<file path="src/rtl/multicycle_controller_if.sv">
// Control bundle between multicycle_controller and the 16-bit windowed datapath.
// master = controller: takes start/Instr, drives every control line and status flag.
// slave  = datapath/bench: drives start/Instr, observes controls and status.
interface multicycle_controller_if;
    logic        start;
    logic [15:0] Instr;
    logic        pcWrite;
    logic        ALUop2;
    logic        winEn;
    logic        memRead;
    logic        memWrite;
    logic        writeDataSel;
    logic        regWrite;
    logic        branch;
    logic        jump;
    logic [2:0]  ALUControl;
    logic        busy;
    logic        halted;
    logic        illegal;

    modport master (
        input  start, Instr,
        output pcWrite, ALUop2, winEn, memRead, memWrite,
        output writeDataSel, regWrite, branch, jump, ALUControl,
        output busy, halted, illegal
    );

    modport slave (
        output start, Instr,
        input  pcWrite, ALUop2, winEn, memRead, memWrite,
        input  writeDataSel, regWrite, branch, jump, ALUControl,
        input  busy, halted, illegal
    );
endinterface

</file>
<file path="src/rtl/multicycle_controller.sv">
// Multi-cycle control FSM: latches Instr into IR in FETCH, then sequences the
// datapath controls over 2 cycles (3 for LOAD). PC advance is gated by pcWrite.
// Ports: clk, rst (async, active-high), bus (master modport: start, Instr in;
// pcWrite, ALUop2, winEn, memRead, memWrite, writeDataSel, regWrite, branch,
// jump, ALUControl, busy, halted, illegal out), retired (PERF_CNT_EN only).
// Optional feature: define PERF_CNT_EN for the retired-instruction counter.
module multicycle_controller #(
    parameter int         RETIRE_W    = 16,
    parameter logic [3:0] HALT_OPCODE = 4'b0000
) (
    input  logic                  clk,
    input  logic                  rst,
    multicycle_controller_if.master bus
`ifdef PERF_CNT_EN
    ,
    output logic [RETIRE_W-1:0]   retired
`endif
);

    typedef enum logic [2:0] {
        S_IDLE,
        S_FETCH,
        S_EXEC,
        S_WB,
        S_HALT
    } state_t;

    localparam logic [3:0] OP_LOAD  = 4'b0001;
    localparam logic [3:0] OP_STORE = 4'b0010;
    localparam logic [3:0] OP_JUMP  = 4'b0100;
    localparam logic [3:0] OP_BEQ   = 4'b0101;
    localparam logic [3:0] OP_RTYPE = 4'b1000;
    localparam logic [3:0] OP_WIN   = 4'b1001;
    localparam logic [3:0] OP_ADDI  = 4'b1100;
    localparam logic [3:0] OP_SUBI  = 4'b1101;
    localparam logic [3:0] OP_ANDI  = 4'b1110;
    localparam logic [3:0] OP_ORI   = 4'b1111;

    state_t      state, state_nx;
    logic [15:0] ir;
    logic [3:0]  op;
    logic [2:0]  fn;
    logic        ir_unused;

    logic        pc_write;
    logic        alu_op2;
    logic        win_en;
    logic        mem_read;
    logic        mem_write;
    logic        wd_sel;
    logic        reg_write;
    logic        br;
    logic        jmp;
    logic [2:0]  alu_ctl;
    logic        exec_bad;
    logic        ill_q;

    assign op = ir[15:12];
    assign fn = ir[4:2];
    // Register and window fields are consumed by the datapath, not here.
    assign ir_unused = ^{ir[11:5], ir[1:0]};

    always_ff @(posedge clk or posedge rst) begin
        if (rst) begin
            state <= S_IDLE;
        end else begin
            state <= state_nx;
        end
    end

    always_ff @(posedge clk or posedge rst) begin
        if (rst) begin
            ir <= '0;
        end else if (state == S_FETCH) begin
            ir <= bus.Instr;
        end
    end

    // Sticky error flag; only a fresh start from IDLE/HALT clears it.
    always_ff @(posedge clk or posedge rst) begin
        if (rst) begin
            ill_q <= 1'b0;
        end else if ((state == S_IDLE || state == S_HALT) && bus.start) begin
            ill_q <= 1'b0;
        end else if (exec_bad) begin
            ill_q <= 1'b1;
        end
    end

    // Halt is detected on the live word so the PC is never advanced past it.
    always_comb begin
        state_nx = state;
        unique case (state)
            S_IDLE, S_HALT: begin
                if (bus.start) state_nx = S_FETCH;
            end
            S_FETCH: begin
                if (bus.Instr[15:12] == HALT_OPCODE) state_nx = S_HALT;
                else                                  state_nx = S_EXEC;
            end
            S_EXEC: begin
                if (op == OP_LOAD) state_nx = S_WB;
                else               state_nx = S_FETCH;
            end
            S_WB:    state_nx = S_FETCH;
            default: state_nx = S_IDLE;
        endcase
    end

    always_comb begin
        pc_write  = 1'b0;
        alu_op2   = 1'b0;
        win_en    = 1'b0;
        mem_read  = 1'b0;
        mem_write = 1'b0;
        wd_sel    = 1'b0;
        reg_write = 1'b0;
        br        = 1'b0;
        jmp       = 1'b0;
        alu_ctl   = 3'b000;
        exec_bad  = 1'b0;
        if (state == S_EXEC) begin
            pc_write = 1'b1;
            unique case (op)
                OP_LOAD: begin
                    mem_read = 1'b1;
                    pc_write = 1'b0;
                end
                OP_STORE: mem_write = 1'b1;
                OP_JUMP:  jmp       = 1'b1;
                OP_BEQ: begin
                    br      = 1'b1;
                    alu_ctl = 3'b001;
                end
                OP_RTYPE: begin
                    if (fn > 3'b101) begin
                        exec_bad = 1'b1;
                    end else begin
                        alu_ctl   = fn;
                        reg_write = 1'b1;
                    end
                end
                OP_WIN: win_en = 1'b1;
                OP_ADDI, OP_SUBI, OP_ANDI, OP_ORI: begin
                    alu_op2   = 1'b1;
                    reg_write = 1'b1;
                    alu_ctl   = {1'b0, op[1:0]};
                end
                default: exec_bad = 1'b1;
            endcase
        end else if (state == S_WB) begin
            mem_read  = 1'b1;
            wd_sel    = 1'b1;
            reg_write = 1'b1;
            pc_write  = 1'b1;
        end
    end

    assign bus.pcWrite      = pc_write;
    assign bus.ALUop2       = alu_op2;
    assign bus.winEn        = win_en;
    assign bus.memRead      = mem_read;
    assign bus.memWrite     = mem_write;
    assign bus.writeDataSel = wd_sel;
    assign bus.regWrite     = reg_write;
    assign bus.branch       = br;
    assign bus.jump         = jmp;
    assign bus.ALUControl   = alu_ctl;
    assign bus.busy         = (state == S_FETCH) || (state == S_EXEC)
                            || (state == S_WB);
    assign bus.halted       = (state == S_HALT);
    assign bus.illegal      = ill_q;

`ifdef PERF_CNT_EN
    // One tick per retiring cycle; wraps naturally from all-ones to zero.
    always_ff @(posedge clk or posedge rst) begin
        if (rst) begin
            retired <= '0;
        end else if (pc_write) begin
            retired <= retired + RETIRE_W'(1);
        end
    end
`endif

endmodule
</file>
<file path="src/flat_wrapper.sv">
// flat-port wrapper written by rule: the top's interface ports become plain ports
module multicycle_controller_flat 
#(
    parameter int         RETIRE_W    = 16,
    parameter logic [3:0] HALT_OPCODE = 4'b0000
)
  (clk, rst, bus_start, bus_Instr, bus_pcWrite, bus_ALUop2, bus_winEn, bus_memRead, bus_memWrite, bus_writeDataSel, bus_regWrite, bus_branch, bus_jump, bus_ALUControl, bus_busy, bus_halted, bus_illegal);
  multicycle_controller_if bus_i ();
  input  logic clk;
  input  logic rst;
  input wire logic [$bits(bus_i.start)-1:0] bus_start;
  input wire logic [$bits(bus_i.Instr)-1:0] bus_Instr;
  output wire logic [$bits(bus_i.pcWrite)-1:0] bus_pcWrite;
  output wire logic [$bits(bus_i.ALUop2)-1:0] bus_ALUop2;
  output wire logic [$bits(bus_i.winEn)-1:0] bus_winEn;
  output wire logic [$bits(bus_i.memRead)-1:0] bus_memRead;
  output wire logic [$bits(bus_i.memWrite)-1:0] bus_memWrite;
  output wire logic [$bits(bus_i.writeDataSel)-1:0] bus_writeDataSel;
  output wire logic [$bits(bus_i.regWrite)-1:0] bus_regWrite;
  output wire logic [$bits(bus_i.branch)-1:0] bus_branch;
  output wire logic [$bits(bus_i.jump)-1:0] bus_jump;
  output wire logic [$bits(bus_i.ALUControl)-1:0] bus_ALUControl;
  output wire logic [$bits(bus_i.busy)-1:0] bus_busy;
  output wire logic [$bits(bus_i.halted)-1:0] bus_halted;
  output wire logic [$bits(bus_i.illegal)-1:0] bus_illegal;
  assign bus_i.start = bus_start;
  assign bus_i.Instr = bus_Instr;
  assign bus_pcWrite = bus_i.pcWrite;
  assign bus_ALUop2 = bus_i.ALUop2;
  assign bus_winEn = bus_i.winEn;
  assign bus_memRead = bus_i.memRead;
  assign bus_memWrite = bus_i.memWrite;
  assign bus_writeDataSel = bus_i.writeDataSel;
  assign bus_regWrite = bus_i.regWrite;
  assign bus_branch = bus_i.branch;
  assign bus_jump = bus_i.jump;
  assign bus_ALUControl = bus_i.ALUControl;
  assign bus_busy = bus_i.busy;
  assign bus_halted = bus_i.halted;
  assign bus_illegal = bus_i.illegal;
  multicycle_controller #(.RETIRE_W(RETIRE_W), .HALT_OPCODE(HALT_OPCODE)) u_core (.clk(clk), .rst(rst), .bus(bus_i));
endmodule
</file>
<file path="config.mk">
export PLATFORM = sky130hd
export DESIGN_NAME = multicycle_controller_flat
export DESIGN_NICKNAME = d
export VERILOG_FILES = /design/src/rtl/multicycle_controller_if.sv /design/src/rtl/multicycle_controller.sv /design/src/flat_wrapper.sv
export SDC_FILE = /design/constraint.sdc
export NUM_CORES = 1
export LEC_CHECK = 0
export CAP_MARGIN = 10
export CORE_ASPECT_RATIO = 0.75
export CORE_UTILIZATION = 35
export CTS_CLUSTER_SIZE = 28
export DETAILED_ROUTE_END_ITERATION = 8
export PLACE_DENSITY = 0.83
export SETUP_SLACK_MARGIN = 0.2
export SYNTH_ARGS = -nofsm -noshare
export SYNTH_HDL_FRONTEND = slang
export SYNTH_SLANG_ARGS = --single-unit
</file>
<file path="constraint.sdc">
create_clock -name clk -period 3.58 [get_ports clk]
set_input_delay 0.537 -clock clk [delete_from_list [all_inputs] [get_ports clk]]
set_output_delay 0.537 -clock clk [all_outputs]
set_load 0.01 [all_outputs]
</file>
==> metrics.yaml <==
syn_inst: 78
synth_seq_area_share: 0.416
outcome: "completed"
cts_sinks: 11
first_pass_iters: 4
cp-start-kind: "register"
ys_ff_latch: 11
end_kind: "output port"
required_ns: 3.04
area_growth_pct: 42.5
cts_root_buf: "clkbuf_4"
post_cts.resized_instances: 0
wl_met1_um: 757
core_area_mm2: 0.00176
slowest_delay_ns: 0.60
synth_mux_area_frac: 0.117
r2r_slack_ns: 2.14
power_leakage_nw: 0.366
drive_above_1_share: 0.117
synth_top_family_by_area: "simple AND/OR/NAND/NOR gates"
cp_max_fo: 7
p_total_mw: 0.715
route.detailed.drc: 0
antenna_found_initial: 0
synth_fa_ha_area_frac: 0
synth-simple-area-share: 0.299
cap_violations: 0
routabilityCongestion: 0.858
die_y_um: 39.7
slew_headroom: 0.710
vias: 664
reg2reg_to: "u_core.ir[3]$_DFFE_PP0P_"
r2r-start: "u_core.state[0]$_DFFE_PP0P_"
n_antenna_cell: 0
grt_pass1_vias: 529
hold_viol: 0
initial_core_util: 0.377
synth_nets: 97
io_buffers: 24
final_cell_mix: "24 x clkdlybuf4s50_1, 14 x nor2_1, 13 x nand2_1, 11 x dfrtp_1, 6 x mux2_2"
tightest_slew_ns: 0.435
cts_hold_buf: 0
finalMaxSlewViolations: 0
synth_warnings: 0
holdPathStages: 2
top_layer_used: "met4"
synth_compound_area_frac: 0.127
crit_buf_inv: 1
postCtsSetupRepairBufs: 0
wl_per_cell_um: 12.2
final_cells: 125
placementRows: 13
worstSetupPathType: "register to output port"
holdWs_ns: 0.501
drtIter0Drc: 24
finClkSkew_ns: 0.00362
cp_top_family: "simple AND/OR/NAND/NOR gates"
clk_pin_slew_ns: 0.07
fin_nets: 123
met2_length_um: 682
cts_buffers: 3
peakVddDrop_v: 0.000315
cp.arrival_ns: 2.13
place_hpwl_um: 1180
dieArea_mm2: 0.00207
yosysUniqueCellTypes: 26
final_common_cell: "clkdlybuf4s50_1"
period_share: 0.744
place_inst: 121
htree_levels: 1
wl_um: 1520
synth.cell_area_um2: 662
fmax_mhz: 375
setup_tns_ns: 0
avgSynthCellArea_um2: 8.49
grt_overflow: 0
r2r_cells: 3
viasPerCell: 5.31
clk_latency_ns: 0.26
setup_viol: 0
grt_pass1_wl_um: 2330
min_period_ns: 2.66
grt_max_degree: 12
rsz0062_at_grt: "no"
hold_start: "u_core.bus.illegal$_DFFE_PP0P_"
hold_class: "register to register"
die_w_um: 52.2
path_cells: "nand2b_2 -> nor2_1 -> nand2_1 -> nor4b_1 -> clkdlybuf4s50_1"
met3_length_um: 67
cts_max_path_buffers: 2
whs_endpoint: "u_core.bus.illegal$_DFFE_PP0P_"
power.density_mw_per_mm2: 758
ios: 34
antenna_left: 0
cp_slowest_cell: "clkdlybuf4s50_1"
grt_use_total: 0.160
cts_tree: "done"
synth_xor_area_frac: 0
cells by family after synthesis:
group                  count (synthesis)
buffers and inverters                  7
flip-flops                            11
AO/OA/AOI/OAI                         13
AND/OR/NAND/NOR                       40
multiplexers                           7
through the flow:
step / setup WS [ns] / cell area (µm²) / util
floorplan: 1.72 / 662 / -
global placement: 1.25 / 917 / 0.522
detailed placement: 1.21 / 917 / 0.522
CTS: 0.911 / 943 / 0.537
global route: 0.805 / 943 / 0.537
finish: 0.915 / 943 / 0.537
power breakdown:
part	total, mW	internal [mW]	switching [mW]
clock network	0.0827	0.0430	0.0397
registers	0.276	0.181	0.0946
logic	0.356	0.185	0.172
tightest hold or removal path: stages, from the launching register on:
cell,delay (ns)
dfrtp_1,0.35
nand2_1,0.05
o21ai_0,0.07
layer usage:
| layer | up-vias | track usage |
|---|---|---|
| li1 | 326 | - |
| met1 | 316 | 0.218 |
| met2 | 20 | 0.250 |
| met3 | 2 | 0.0349 |
| met4 | 0 | 0.0592 |
| met5 | - | 0 |
cells in the mapped netlist:
library cell  number  area, µm²
nor2_1            14       52.6
nand2_1           13       48.8
dfrtp_1           11        275
mux2_2             6       67.6
a21oi_1            3       15.0
inv_1              3       11.3
nor3_1             3       15.0
o21ai_0            3       15.0
a31oi_1            2       12.5
a32oi_1            2       17.5
clkbuf_1           2       7.51
nor4_1             2       12.5
a211o_1            1       8.76
a21boi_0           1       7.51
and2_1             1       6.26
and3_1             1       6.26
and4_1             1       8.76
buf_2              1       5.00
inv_2              1       3.75
mux2i_1            1       10.0
nand2b_1           1       6.26
nand2b_2           1       8.76
nand3b_1           1       7.51
nor3_4             1       16.3
nor4b_1            1       8.76
o211ai_1           1       7.51
registers in the layout (all words and copies together), names as in the netlist:
name	cells
u_core.bus.illegal	1
u_core.ir	7
u_core.state	3
worst max-delay path by stage:
stage | from | end | slack (ns) | cells past startpoint
2_1_floorplan | u_core.state[2]$_DFFE_PP0P_ | bus_jump | 1.72 | 4
3_3_place_gp | u_core.state[2]$_DFFE_PP0P_ | bus_jump | 1.25 | 5
4_1_cts | u_core.state[2]$_DFFE_PP0P_ | bus_jump | 0.91 | 5
6_report | u_core.state[2]$_DFFE_PP0P_ | bus_jump | 0.92 | 5
5_1_grt | u_core.state[2]$_DFFE_PP0P_ | bus_jump | 0.81 | 5
3_5_place_dp | u_core.state[2]$_DFFE_PP0P_ | bus_jump | 1.21 | 5
cell type report:
cell class / count / area [µm²]
Clock buffer: 4 / 26.3
Fill cell: 171 / 813
Inverter: 4 / 15.0
Sequential cell: 11 / 275
Tap cell: 22 / 27.5
Timing Repair Buffer: 24 / 240
Multi-Input combinational cell: 60 / 359
No activity file was read; power rests on OpenSTA's default activity.
